==> config.mk <==
export PLATFORM = sky130hd
export DESIGN_NAME = note_lane_array
export DESIGN_NICKNAME = d
export VERILOG_FILES = /design/src/rtl/note_lane_array_pkg.sv /design/src/rtl/note_lane_array_lane.sv /design/src/rtl/note_lane_array.sv
export SDC_FILE = /design/constraint.sdc
export NUM_CORES = 1
export LEC_CHECK = 0
export BUFFER_PORTS_ARGS = -buffer_cell sky130_fd_sc_hd__clkbuf_2
export CAP_MARGIN = 40
export CELL_PAD_IN_SITES_DETAIL_PLACEMENT = 0
export CELL_PAD_IN_SITES_GLOBAL_PLACEMENT = 1
export CORE_ASPECT_RATIO = 0.6
export CORE_MARGIN = 1.5
export CORE_UTILIZATION = 40
export DETAILED_ROUTE_END_ITERATION = 12
export PLACE_DENSITY = 0.7
export SLEW_MARGIN = 20
export SYNTH_ARGS = -nofsm -noshare
export SYNTH_HDL_FRONTEND = slang
export SYNTH_HIERARCHICAL = 1
export SYNTH_SLANG_ARGS = --single-unit
==> constraint.sdc <==
create_clock -name clk -period 32.7 [get_ports clk]
set_input_delay 4.905 -clock clk [delete_from_list [all_inputs] [get_ports clk]]
set_output_delay 4.905 -clock clk [all_outputs]
set_load 0.05 [all_outputs]
==> src/rtl/note_lane_array_pkg.sv <==
// Shared defaults for the note lane array and a helper that maps a
// (lane, slot) pair onto the flat slot_valid / slot_pos vector index.
// No ports: imported by note_lane and note_lane_array.
package note_lane_array_pkg;

    localparam int unsigned DEF_NUM_LANES = 4;
    localparam int unsigned DEF_SLOTS     = 6;
    localparam int unsigned DEF_POS_W     = 9;
    localparam int unsigned DEF_SCREEN_H  = 480;
    localparam int unsigned DEF_HIT_Y     = 440;
    localparam int unsigned DEF_HIT_WIN   = 16;
    localparam int unsigned DEF_TICK_DIV  = 833333;

    // Flat index of a slot: lane*SLOTS + slot.
    function automatic int unsigned slot_idx(input int unsigned lane,
                                             input int unsigned slot,
                                             input int unsigned slots);
        return lane * slots + slot;
    endfunction

endpackage

==> src/rtl/note_lane_array_lane.sv <==
// note_lane: one lane of SLOTS falling notes.
// Ports:
//   clk, rst_n      clock, asynchronous active-low reset
//   tick            one-cycle movement strobe from the prescaler
//   speed           pixels advanced per tick
//   spawn, hit      one-cycle spawn request / player press
//   valid, pos      registered slot occupancy and rows (POS_W bits per slot)
//   hit_pulse       a note was hit on the last edge
//   miss_pulse      one or more notes fell off the bottom on the last edge
//   overflow        a spawn was dropped because the lane was full
module note_lane
    import note_lane_array_pkg::*;
#(
    parameter int unsigned SLOTS    = DEF_SLOTS,
    parameter int unsigned POS_W    = DEF_POS_W,
    parameter int unsigned SCREEN_H = DEF_SCREEN_H,
    parameter int unsigned HIT_Y    = DEF_HIT_Y,
    parameter int unsigned HIT_WIN  = DEF_HIT_WIN
) (
    input  logic                     clk,
    input  logic                     rst_n,
    input  logic                     tick,
    input  logic [7:0]               speed,
    input  logic                     spawn,
    input  logic                     hit,
    output logic [SLOTS-1:0]         valid,
    output logic [SLOTS*POS_W-1:0]   pos,
    output logic                     hit_pulse,
    output logic                     miss_pulse,
    output logic                     overflow
);

    // Lower window bound clamps at 0 so an unsigned subtraction never wraps.
    localparam logic [31:0] WIN_LO = (HIT_Y > HIT_WIN) ? 32'(HIT_Y - HIT_WIN) : 32'd0;
    localparam logic [31:0] WIN_HI = 32'(HIT_Y + HIT_WIN);

    logic [SLOTS-1:0] valid_q, valid_d;
    logic [POS_W-1:0] pos_q [SLOTS];
    logic [POS_W-1:0] pos_d [SLOTS];
    logic             hit_pulse_q, hit_pulse_d;
    logic             miss_pulse_q, miss_pulse_d;
    logic             overflow_q, overflow_d;

    logic             cand_found;
    int               cand_idx;
    logic [POS_W-1:0] cand_pos;
    logic             free_found;
    int               free_idx;
    logic [POS_W:0]   sum;

    always_comb begin
        valid_d      = valid_q;
        pos_d        = pos_q;
        hit_pulse_d  = 1'b0;
        miss_pulse_d = 1'b0;
        overflow_d   = 1'b0;
        cand_found   = 1'b0;
        cand_idx     = 0;
        cand_pos     = '0;
        free_found   = 1'b0;
        free_idx     = 0;
        sum          = '0;

        // Deepest note inside the window wins; strict '>' keeps ties on the
        // lowest slot index.
        for (int i = 0; i < SLOTS; i++) begin
            if (valid_q[i] && (32'(pos_q[i]) >= WIN_LO) && (32'(pos_q[i]) <= WIN_HI) &&
                (!cand_found || pos_q[i] > cand_pos)) begin
                cand_found = 1'b1;
                cand_idx   = i;
                cand_pos   = pos_q[i];
            end
        end

        // Allocation looks at registered occupancy only, so a slot freed on
        // this edge is not reusable until the next one.
        for (int i = 0; i < SLOTS; i++) begin
            if (!valid_q[i] && !free_found) begin
                free_found = 1'b1;
                free_idx   = i;
            end
        end

        for (int i = 0; i < SLOTS; i++) begin
            if (hit && cand_found && cand_idx == i) begin
                valid_d[i]  = 1'b0;
                pos_d[i]    = '0;
                hit_pulse_d = 1'b1;
            end else if (valid_q[i] && tick) begin
                // Extra top bit catches the carry so a note never wraps upward.
                sum = {1'b0, pos_q[i]} + (POS_W+1)'(speed);
                if (32'(sum) >= SCREEN_H) begin
                    valid_d[i]   = 1'b0;
                    pos_d[i]     = '0;
                    miss_pulse_d = 1'b1;
                end else begin
                    pos_d[i] = sum[POS_W-1:0];
                end
            end
        end

        // Spawned slot was invalid, so it never overlaps a moved or hit slot.
        if (spawn) begin
            if (free_found) begin
                for (int i = 0; i < SLOTS; i++) begin
                    if (free_idx == i) begin
                        valid_d[i] = 1'b1;
                        pos_d[i]   = '0;
                    end
                end
            end else begin
                overflow_d = 1'b1;
            end
        end
    end

    always_ff @(posedge clk or negedge rst_n) begin
        if (!rst_n) begin
            valid_q      <= '0;
            hit_pulse_q  <= 1'b0;
            miss_pulse_q <= 1'b0;
            overflow_q   <= 1'b0;
            for (int i = 0; i < SLOTS; i++) pos_q[i] <= '0;
        end else begin
            valid_q      <= valid_d;
            hit_pulse_q  <= hit_pulse_d;
            miss_pulse_q <= miss_pulse_d;
            overflow_q   <= overflow_d;
            for (int i = 0; i < SLOTS; i++) pos_q[i] <= pos_d[i];
        end
    end

    always_comb begin
        for (int i = 0; i < SLOTS; i++) pos[i*POS_W +: POS_W] = pos_q[i];
    end

    assign valid      = valid_q;
    assign hit_pulse  = hit_pulse_q;
    assign miss_pulse = miss_pulse_q;
    assign overflow   = overflow_q;

endmodule

==> src/rtl/note_lane_array.sv <==
// note_lane_array: NUM_LANES independent note lanes plus the frame-tick
// prescaler that paces note movement.
// Ports:
//   clk         system clock
//   RST_BTN_N   asynchronous active-low reset
//   speed       pixels advanced per tick (0 freezes notes)
//   instr       per-lane spawn pulses
//   hit         per-lane debounced press pulses
//   slot_valid  slot occupancy, index lane*SLOTS+slot
//   slot_pos    slot rows, POS_W bits per slot, same indexing
//   hit_pulse / miss_pulse / overflow  per-lane one-cycle event flags
module note_lane_array
    import note_lane_array_pkg::*;
#(
    parameter int unsigned NUM_LANES = DEF_NUM_LANES,
    parameter int unsigned SLOTS     = DEF_SLOTS,
    parameter int unsigned POS_W     = DEF_POS_W,
    parameter int unsigned SCREEN_H  = DEF_SCREEN_H,
    parameter int unsigned HIT_Y     = DEF_HIT_Y,
    parameter int unsigned HIT_WIN   = DEF_HIT_WIN,
    parameter int unsigned TICK_DIV  = DEF_TICK_DIV
) (
    input  logic                             clk,
    input  logic                             RST_BTN_N,
    input  logic [7:0]                       speed,
    input  logic [NUM_LANES-1:0]             instr,
    input  logic [NUM_LANES-1:0]             hit,
    output logic [NUM_LANES*SLOTS-1:0]       slot_valid,
    output logic [NUM_LANES*SLOTS*POS_W-1:0] slot_pos,
    output logic [NUM_LANES-1:0]             hit_pulse,
    output logic [NUM_LANES-1:0]             miss_pulse,
    output logic [NUM_LANES-1:0]             overflow
);

    localparam int unsigned CNT_W = (TICK_DIV > 1) ? $clog2(TICK_DIV) : 1;

    logic [CNT_W-1:0] cnt_q, cnt_d;
    logic             tick;

    // Free-running prescaler; the tick is decoded from the registered count.
    assign tick = (cnt_q == CNT_W'(TICK_DIV - 1));

    always_comb begin
        cnt_d = tick ? '0 : cnt_q + CNT_W'(1);
    end

    always_ff @(posedge clk or negedge RST_BTN_N) begin
        if (!RST_BTN_N) cnt_q <= '0;
        else            cnt_q <= cnt_d;
    end

    for (genvar l = 0; l < NUM_LANES; l++) begin : g_lane
        note_lane #(
            .SLOTS    (SLOTS),
            .POS_W    (POS_W),
            .SCREEN_H (SCREEN_H),
            .HIT_Y    (HIT_Y),
            .HIT_WIN  (HIT_WIN)
        ) u_lane (
            .clk        (clk),
            .rst_n      (RST_BTN_N),
            .tick       (tick),
            .speed      (speed),
            .spawn      (instr[l]),
            .hit        (hit[l]),
            .valid      (slot_valid[slot_idx(l, 0, SLOTS) +: SLOTS]),
            .pos        (slot_pos[slot_idx(l, 0, SLOTS)*POS_W +: SLOTS*POS_W]),
            .hit_pulse  (hit_pulse[l]),
            .miss_pulse (miss_pulse[l]),
            .overflow   (overflow[l])
        );
    end

endmodule

Word-level counts from Yosys, hierarchy flattened
Cells that the tools add are included.
{"block": "op_classes", "n_addsub": 25, "magnitude_cmp": 92, "eq_ne": 41, "mux": 421, "reduce_logical": 224}
{"cell": "2-to-1 mux 9 bit", "count": 116}
{"cell": "2-to-1 mux 32 bit", "count": 16}
{"cell": "2-to-1 mux 54 bit", "count": 8}
{"cell": "equality test 32 x 3 -> 1 bit, second input constant", "count": 8}
{"cell": "equality test 32 x 4 -> 1 bit, second input constant", "count": 8}
{"cell": "logical NOT 32 bit", "count": 8}
{"cell": "2-to-1 mux 1 bit", "count": 256}
{"cell": "adder 9 x 8 -> 10 bit", "count": 24}
{"cell": ">= comparator 10 x 9 -> 1 bit, second input constant", "count": 24}
{"cell": ">= comparator 9 bit, second input constant", "count": 24}
{"cell": "less-or-equal comparator 9 bit, second input constant", "count": 24}
{"cell": "greater-than comparator 9 bit", "count": 20}
{"cell": "logical AND 1 bit", "count": 140}
{"cell": "equality test 32 x 2 -> 1 bit, second input constant", "count": 4}
{"cell": "logical NOT 1 bit", "count": 56}
{"cell": "2-to-1 mux 6 bit", "count": 8}
{"cell": "equality test 3 x 2 -> 1 bit, second input constant", "count": 8}
{"cell": "equality test 3 bit, second input constant", "count": 8}
{"cell": "2-to-1 mux 3 bit", "count": 8}
{"cell": "adder 20 x 1 -> 20 bit, second input constant", "count": 1}
{"cell": "equality test 20 bit, second input constant", "count": 1}
{"cell": "logical OR 1 bit", "count": 20}
{"cell": "2-to-1 mux 20 bit", "count": 1}
{"cell": "2-to-1 mux 2 bit", "count": 8}
{"cell": "equality test 3 x 1 -> 1 bit, second input constant", "count": 4}
{"block": "totals", "regBits": 272, "in_bits": 18, "out_inout_bits": 252, "elab_cells": 844}

Logic depth before layout (Yosys ltp)
Gate-level depths: netlist (run 1).
{"block": "logic_depth", "word_depth": 42, "depth_mapped": 51, "ltp_nobuf": 47}

Cells and area by module
Netlist (run 1), hierarchy kept.
{"module": "note_lane at g_lane[0].u_lane ...", "n_inst": 2, "cells_each": 834, "area_each_um2": 6713.9, "seq_area_each_um2": 1576.5}
{"module": "note_lane at g_lane[1].u_lane", "n_inst": 1, "cells_each": 837, "area_each_um2": 6830.3, "seq_area_each_um2": 1576.5}
{"module": "note_lane at g_lane[3].u_lane", "n_inst": 1, "cells_each": 829, "area_each_um2": 6741.5, "seq_area_each_um2": 1576.5}
{"module": "note_lane_array", "n_inst": 1, "cells_each": 100, "area_each_um2": 1008.5, "seq_area_each_um2": 500.5}

Least setup slack after synthesis (run 1)
OpenSTA, ideal clock, no wires.
{"block": "synth_timing", "path_kind": "register to register", "from": "register g_lane[0].u_lane.pos_q, in the netlist g_lane[0].u_lane/pos[1]", "to": "register g_lane[0].u_lane.miss_pulse_q", "setup_time_ps": 139, "t_arrival_ps": 10585, "t_required_ps": 32561, "path_slack_ps": 21976, "stages_incl_launch_ff": 50, "n_path_buf": 6, "synth_period_minus_slack_ps": 10724, "cell_sequence": "dfrtp_1 o31a_1 nor4b_2 o21a_2 buf_2 nand2_1 ha_1 a21o_1 a21o_1 a221oi_1 o221ai_1 a21oi_1 a21oi_1 ha_1 and4_1 o211ai_1 o211ai_1 a22oi_1 [14 not listed] nand2_1 and2_1 ha_1 nand4_1 or3_1 o211ai_1 a21oi_1 nor2_1 a221oi_1 ha_1 a21oi_1 a21boi_0 o311a_1 o211a_1 or4_4 buf_6 o311a_1 or4_1"}
{"block": "synth_between", "elab_chain_cells": 42, "word_cells_on_any_way": 73, "classes_between": "1 x add/sub; 8 x order compare; 5 x eq/ne; 34 x mux; 25 x reduce/logical"}
{"item": "from (decl)", "line_no": "note_lane_array_lane.sv:38", "rtl": "logic [POS_W-1:0] pos_q [SLOTS];"}
{"item": ">= comparator 9 bit", "line_no": "note_lane_array_lane.sv:67", "rtl": "if (valid_q[i] && (32'(pos_q[i]) >= WIN_LO) && (32'(pos_q[i]) <= WIN_HI) &&"}
{"item": "logical AND 1 bit (2 in a row)", "line_no": "note_lane_array_lane.sv:67"}
{"item": "2-to-1 mux 9 bit or 2-to-1 mux 1 bit (tied branches)", "line_no": "note_lane_array_lane.sv:67"}
{"item": "greater-than comparator 9 bit or logical NOT 1 bit (tied branches)", "line_no": "note_lane_array_lane.sv:68", "rtl": "(!cand_found || pos_q[i] > cand_pos)) begin"}
{"item": "logical OR 1 bit", "line_no": "note_lane_array_lane.sv:68"}
{"item": "logical AND 1 bit", "line_no": "note_lane_array_lane.sv:67"}
{"item": "2-to-1 mux 9 bit or 2-to-1 mux 1 bit (tied branches)", "line_no": "note_lane_array_lane.sv:67"}
{"item": "greater-than comparator 9 bit or logical NOT 1 bit (tied branches)", "line_no": "note_lane_array_lane.sv:68"}
{"item": "[26 not listed]"}
{"item": "2-to-1 mux 1 bit", "line_no": "note_lane_array_lane.sv:85", "rtl": "if (hit && cand_found && cand_idx == i) begin"}
{"item": "2-to-1 mux 1 bit", "line_no": "note_lane_array_lane.sv:92", "rtl": "if (32'(sum) >= SCREEN_H) begin"}
{"item": "2-to-1 mux 1 bit", "line_no": "note_lane_array_lane.sv:89", "rtl": "end else if (valid_q[i] && tick) begin"}
{"item": "2-to-1 mux 1 bit", "line_no": "note_lane_array_lane.sv:85"}
{"item": "2-to-1 mux 1 bit", "line_no": "note_lane_array_lane.sv:92"}
{"item": "2-to-1 mux 1 bit", "line_no": "note_lane_array_lane.sv:89"}
{"item": "2-to-1 mux 1 bit (*)", "line_no": "note_lane_array_lane.sv:85"}
{"item": "named net g_lane[0].u_lane.miss_pulse_d", "line_no": "note_lane_array_lane.sv:41", "rtl": "logic miss_pulse_q, miss_pulse_d;"}
{"item": "to (signal assigned)", "line_no": "note_lane_array_lane.sv:127", "rtl": "miss_pulse_q <= miss_pulse_d;"}
{"item": "to (decl)", "line_no": "note_lane_array_lane.sv:41"}
Mark *: on every way through the listed nets, which the timed path passes. The rest lies on a longest branch.

==> results_dict.tcl, run 1 <==
set metrics [dict create \
    grt_overflow 0 \
    r2r_cells 45 \
    cp.required_ns 33.12 \
    die_h_um 208 \
    fin_nets 4093 \
    drc 0 \
    antenna_left 0 \
    path_depth 45 \
    holdCritPathClass "flop to flop" \
    rsz0062_at_grt "no" \
    slowest_delay_ns 0.55 \
    drt-pass1-iter-count 5 \
    cts_hold_buf 0 \
    clk_root_buffer_cell "clkbuf_16" \
    synth_top_area_frac 0.243 \
    min_period_ns 11.60 \
    io_pins 270 \
    yosysMostFrequentCell "ha_1" \
    power_density_nw_per_um2 77.2 \
    ir_drop_mv 0.0542 \
    routed_wl_um 97700 \
    drive_gt1_frac 0.129 \
    end_kind "flop" \
    ys_ff_latch 272 \
    numCtsBuffers 35 \
    p_comb_frac 0.573 \
    power_frac_seq 0.262 \
    clk_latency_ns 0.58 \
    gr-usage-all-layers 0.268 \
    synth_edf_count 0 \
    yosys.cell_types.count 118 \
    worst_slew_pin_slew_ns 0.910 \
    start_util 0.408 \
    area_delta_synth_final_pct 12.6 \
    syn-cell-area_um2 28000 \
    die_w_um 345 \
    final_core_util 0.460 \
    cts.clk_slew.worst_paths_ns 0.06 \
    fp.dieArea_um2 71700 \
    clock_tree.buffer_depth 3 \
    crit_fanout 16 \
    h-tree-depth 2 \
    seq_area_frac_synth 0.243 \
    num_vias 27500 \
    worstSetupPathType "flop to flop" \
    maxSlewViolCount 0 \
    timing.setup.tns_ns 0 \
    antenna_found_initial 1 \
    std_cell_rows 74 \
    fmax_mhz 86.2 \
    yosys.area.top_type "dfrtp_1" \
    diodes 0 \
    hold_viol 0 \
    yosys-top-cells-area "dfrtp_1 (24%), ha_1 (17%), a21oi_1 (6.5%)" \
    power.share.clock 0.165 \
    cap_violations 0 \
    skew_ns 0.0337 \
    status "finished, final reports clean" \
    port_buffers 269 \
    cts_tree "done" \
    p_sw_w 0.00129 \
    wl_per_cell_um 21.2 \
    slew_headroom 0.385 \
    synth_area_per_cell_um2 8.16 \
    ys_top_cells_by_count "ha_1 (374), a21oi_1 (362), nor2_1 (323), nand2_1 (321), dfrtp_1 (272)" \
    synthesis.nets 3850 \
    cp-start-kind "flop" \
    post-route-period-util 0.355 \
    setup-violations-final 0 \
    grt_pass1_wl_um 153000 \
    ys.flop_type "dfrtp_1" \
    p_int_w 0.00114 \
    hpwl_um 72700 \
    crit_path_frequent_cell "ha_1" \
    cts_resized 0 \
    cp_slowest_cell "or4_4" \
    grt_pass1_vias 26400 \
    post-cts-setup-buffers 0 \
    critPathArrivalTime_ns 12.02 \
    drt_iter0_drc 2163 \
    cts_sinks 272 \
    path_delay_family "compound AO/OA/AOI/OAI gates" \
    path_buf_inv 2 \
    leakage_nw 14.5 \
    post_drt_via_cell_ratio 5.97 \
    postSynthCellCount 3434 \
    grt_max_degree 81 \
    worstHoldPathCells 1 \
    p_sw_frac 0.531 \
    gp_congestion 0.931 \
    async_flop_share 1.00 \
    fillers 6753 \
    yosysWarnings 6 \
    core_area_um2 68600 \
]
## per-layer routing
metal  wire (um)  part of all wire  global-route usage  vias up
met3        6380             0.065              0.0402      121
met2       40100              0.41               0.383      818
met5           0                 0                   0        -
li1            -                 -                   -    13300
met4        1990             0.020              0.0658        0
met1       49200              0.50               0.414    13300
## per-stage QoR
stage / area (um2) / cells / worst slack, ns / hold WS, ns / total power [W]
after floorplan: 28000 / 3434 / 21.98 / 0.459 / 0.00163
after global placement: 30300 / 4542 / 21.07 / 0.482 / 0.00198
after detailed placement: 30400 / 4550 / 21.31 / 0.495 / 0.00202
after CTS: 31500 / 4610 / 21.27 / 0.503 / 0.00243
after global routing: 31500 / 4612 / 20.33 / 0.516 / 0.00262
final: 31500 / 4612 / 21.10 / 0.500 / 0.00243
## state kept, by name, indices dropped and copies added (netlist names)
name,flops
g_lane.u_lane/valid,24
g_lane.u_lane/overflow,4
g_lane.u_lane/hit_pulse,4
g_lane.u_lane/pos,216
cnt_q,20
g_lane.u_lane/miss_pulse,4
## path summary, 6_finish.rpt
kind	start	end	slack, ns
hold reg to reg	cnt_q[17]	cnt_q[17]	0.50
max in group asynchronous	RST_BTN_N	g_lane[2].u_lane/pos[45]	26.70
setup / recovery	g_lane[0].u_lane/pos[1]	g_lane[0].u_lane/pos[11]	21.10
hold / removal	cnt_q[17]	cnt_q[17]	0.50
setup reg to reg	g_lane[0].u_lane/pos[1]	g_lane[0].u_lane/pos[11]	21.10
min in group asynchronous	RST_BTN_N	g_lane[3].u_lane/pos[30]	4.36
## cells by family after synthesis
| family | count (synthesis) | synth area share |
|---|---|---|
| AND/OR/NAND/NOR | 1247 | 0.221 |
| AO/OA/AOI/OAI | 1063 | 0.252 |
| adder cells (fa/ha/maj) | 398 | 0.184 |
| flip-flops | 272 | 0.243 |
| buffers and inverters | 266 | 0.0377 |
| XOR/XNOR | 132 | 0.0413 |
| multiplexers | 56 | 0.0209 |
## layout by cell type (no fill, tap or decap), drive strengths merged, types with 12 or more instances in the layout
cell,synthesis,final
nor3,70,70
and2,37,37
a21o,60,60
nand2,321,321
o31ai,34,34
ha,374,374
fa,24,24
o221ai,12,12
o21a,42,42
a31oi,20,20
or3,32,32
and4,15,15
nand3,181,181
mux2i,36,36
inv,170,170
a211o,19,19
a21oi,365,365
and3,40,40
nand2b,22,22
buf,28,34
a22oi,16,16
xnor2,93,93
nand3b,13,13
a211oi,76,76
o2111ai,29,29
dfrtp,272,272
or2,27,27
nor4,18,18
clkbuf,66,317
nor3b,16,16
o211ai,48,48
o21bai,31,31
a21boi,20,20
nor2b,44,44
o21ai,168,168
mux2,20,20
nor2,327,327
xor2,39,39
nand4,48,48
a221oi,16,16
## layout make-up
cell class	count	area, um2	share of cell area
clock buffer	50	1050	0.0334
clock inverter	10	82.6	0.00262
inverter	171	642	0.0203
multi-input combinational	2896	20200	0.639
sequential	272	6810	0.216
tap	912	1140	0.0362
timing repair buffer	301	1660	0.0525
## power by group through the flow
stage                     combinational (W)  clock, W  sequential (W)
final                               0.00139  0.000401        0.000638
after floorplan                    0.000785         0        0.000841
after global routing                0.00154  0.000424        0.000653
after detailed placement            0.00137         0        0.000640
after global placement              0.00134         0        0.000636
after CTS                           0.00138  0.000412        0.000634
## worst reg2reg max path, delay by kind of cell (launching register included)
| family | cells | cell delay [ns] |
|---|---|---|
| compound gates | 23 | 5.57 |
| simple gates | 15 | 3.45 |
| fa+ha+maj | 5 | 1.60 |
| flops | 1 | 0.52 |
| buf+inv | 2 | 0.31 |
Power figures use the tool's default switching activity.
==> run 2: changes to the inputs <==
==> constraint.sdc (replaced) <==
create_clock -name clk -period 11.1 [get_ports clk]
set_input_delay 1.665 -clock clk [delete_from_list [all_inputs] [get_ports clk]]
set_output_delay 1.665 -clock clk [all_outputs]
set_load 0.05 [all_outputs]
==> run 2 against run 1 <==
Compared with the run above:
- clock-buffer cell count did not move
- flip-flop and latch count did not move
- critical endpoint is now g_lane[0].u_lane/miss_pulse
- fmax rose by 8.1%
- register-to-register slack got worse by 21 ns
- clock skew fell by 0.016 ns
- power rose to 3.0 times the previous value
- critical path depth fell by 1
- first-iteration DRC count rose by 10%
==> results_dict.tcl, run 2 (synthesis gave the netlist of run 1 again) <==
set metrics [dict create \
    worstHoldPathCells 1 \
    crit_path_frequent_cell "ha_1" \
    die_h_um 208 \
    timing.setup.tns_ns 0 \
    clk_latency_ns 0.57 \
    hpwl_um 72300 \
    port_buffers 269 \
    slowest_delay_ns 0.55 \
    hold_viol 0 \
    clk_root_buffer_cell "clkbuf_16" \
    hold_path_end "cnt_q[17]" \
    fin_nets 4130 \
    cp-start-kind "flop" \
    drive_gt1_frac 0.150 \
    rsz0062_at_grt "yes" \
    post-place-cells 4560 \
    largest_reg_flops 216 \
    slew_headroom 0.389 \
    post-route-period-util 0.967 \
    setup_ws_ns 0.367 \
    antenna_found_initial 3 \
    cts.clk_slew.worst_paths_ns 0.06 \
    critPathLaunch "g_lane[0].u_lane/pos[2]" \
    std_cell_rows 74 \
    critPathArrivalTime_ns 11.16 \
    drt_iter0_drc 2389 \
    final_common_cell "ha_1" \
    numCtsBuffers 35 \
    min_period_ns 10.73 \
    skew_ns 0.0181 \
    leakage_nw 14.8 \
    grt_pass1_wl_um 152000 \
    area_delta_synth_final_pct 14.8 \
    drt-pass1-iter-count 5 \
    timing.hold.ws_ns 0.506 \
    core_area_um2 68600 \
    drc 0 \
    crit_fanout 11 \
    num_vias 28000 \
    timing.rr.start "g_lane[0].u_lane/pos[2]" \
    path_buf_inv 1 \
    cap_violations 0 \
    clock_tree.buffer_depth 3 \
    grt_pass1_vias 26000 \
    start_util 0.408 \
    cp.required_ns 11.53 \
    post_drt_via_cell_ratio 6.01 \
    path_depth 44 \
    grt_overflow 0 \
    grt_max_degree 103 \
    dpl_worst_slack_ns -0.0798 \
    status "finished, final reports clean" \
    power_density_nw_per_um2 227 \
    r2r_slack_ns 0.37 \
    r2r_cells 44 \
    r2r-end "g_lane[0].u_lane/miss_pulse" \
    final_cells 4653 \
    cp_slowest_cell "or4_4" \
    gp_congestion 0.899 \
    cts_sinks 272 \
    end_kind "flop" \
    worstSetupPathType "flop to flop" \
    holdCritPathClass "flop to flop" \
    setup-violations-final 0 \
    die_w_um 345 \
    io_pins 270 \
    routed_wl_um 98300 \
    antenna_left 0 \
    layout_common_cells "ha_1 (374), a21oi_1 (342), nand2_1 (321)" \
    gr-usage-all-layers 0.266 \
    maxSlewViolCount 0 \
    wl_per_cell_um 21.1 \
    fp.dieArea_um2 71700 \
    ir_drop_mv 0.195 \
    power_w 0.00729 \
    worst_slew_pin_slew_ns 0.904 \
    h-tree-depth 2 \
    hold_start "cnt_q[17]" \
    fmax_mhz 93.2 \
    cts_tree "done" \
    path_delay_family "compound AO/OA/AOI/OAI gates" \
]
==> run 2: worst max path at each step <==
stage                                       end  slack [ns]
detailed placement     g_lane[0].u_lane/pos[16]       -0.08
floorplan           g_lane[0].u_lane/miss_pulse        0.38
global placement       g_lane[0].u_lane/pos[16]        0.13
global route        g_lane[0].u_lane/miss_pulse       -0.17
finish              g_lane[0].u_lane/miss_pulse        0.37
CTS                 g_lane[0].u_lane/miss_pulse        0.05
==> run 2: metal layers <==
metal / GRT usage / vias to the layer above / wire, um
li1: - / 13400 / -
met1: 0.413 / 13500 / 49100
met2: 0.383 / 920 / 40800
met3: 0.0361 / 142 / 6080
met4: 0.0664 / 0 / 2340
met5: 0 / - / 0
==> run 2: through the flow <==
step	area, um2	util
6_report	32200	0.469
3_5_place_dp	30400	0.444
4_1_cts	31700	0.462
5_1_grt	32200	0.469
3_3_place_gp	30400	0.443
2_1_floorplan	28000	-
==> run 2: power breakdown <==
group	switching, W	internal [W]	total (W)
clock network	0.000499	0.000738	0.00124
logic	0.00272	0.00147	0.00419
registers	0.000632	0.00124	0.00187
total	0.00385	0.00344	0.00729
==> run 2: layout make-up <==
cell class	count	area (um2)
antenna	1	2.50
clock buffer	50	1060
clock inverter	13	151
fill	6737	36500
inverter	171	642
multi-input combinational	2898	20400
sequential	272	6810
tap	912	1140
timing repair buffer	336	1900
==> run 2: what timing repair did <==
action / in CTS / in global routing
endpoints found under the setup margin: 19 / 231
gates resized for setup: 5 / 52
pin swaps: 0 / 10
cloned: 0 / 2
setup buffers: 0 / 25
hold buffers: 0 / 0
==> run 2: worst register-to-register path, delay by kind of cell, from the launching register on <==
kind / cells / cell delay, ns
compound gates: 24 / 5.28
simple gates: 14 / 3.22
flops: 1 / 0.50
fa+ha+maj: 5 / 1.51
buf+inv: 1 / 0.09
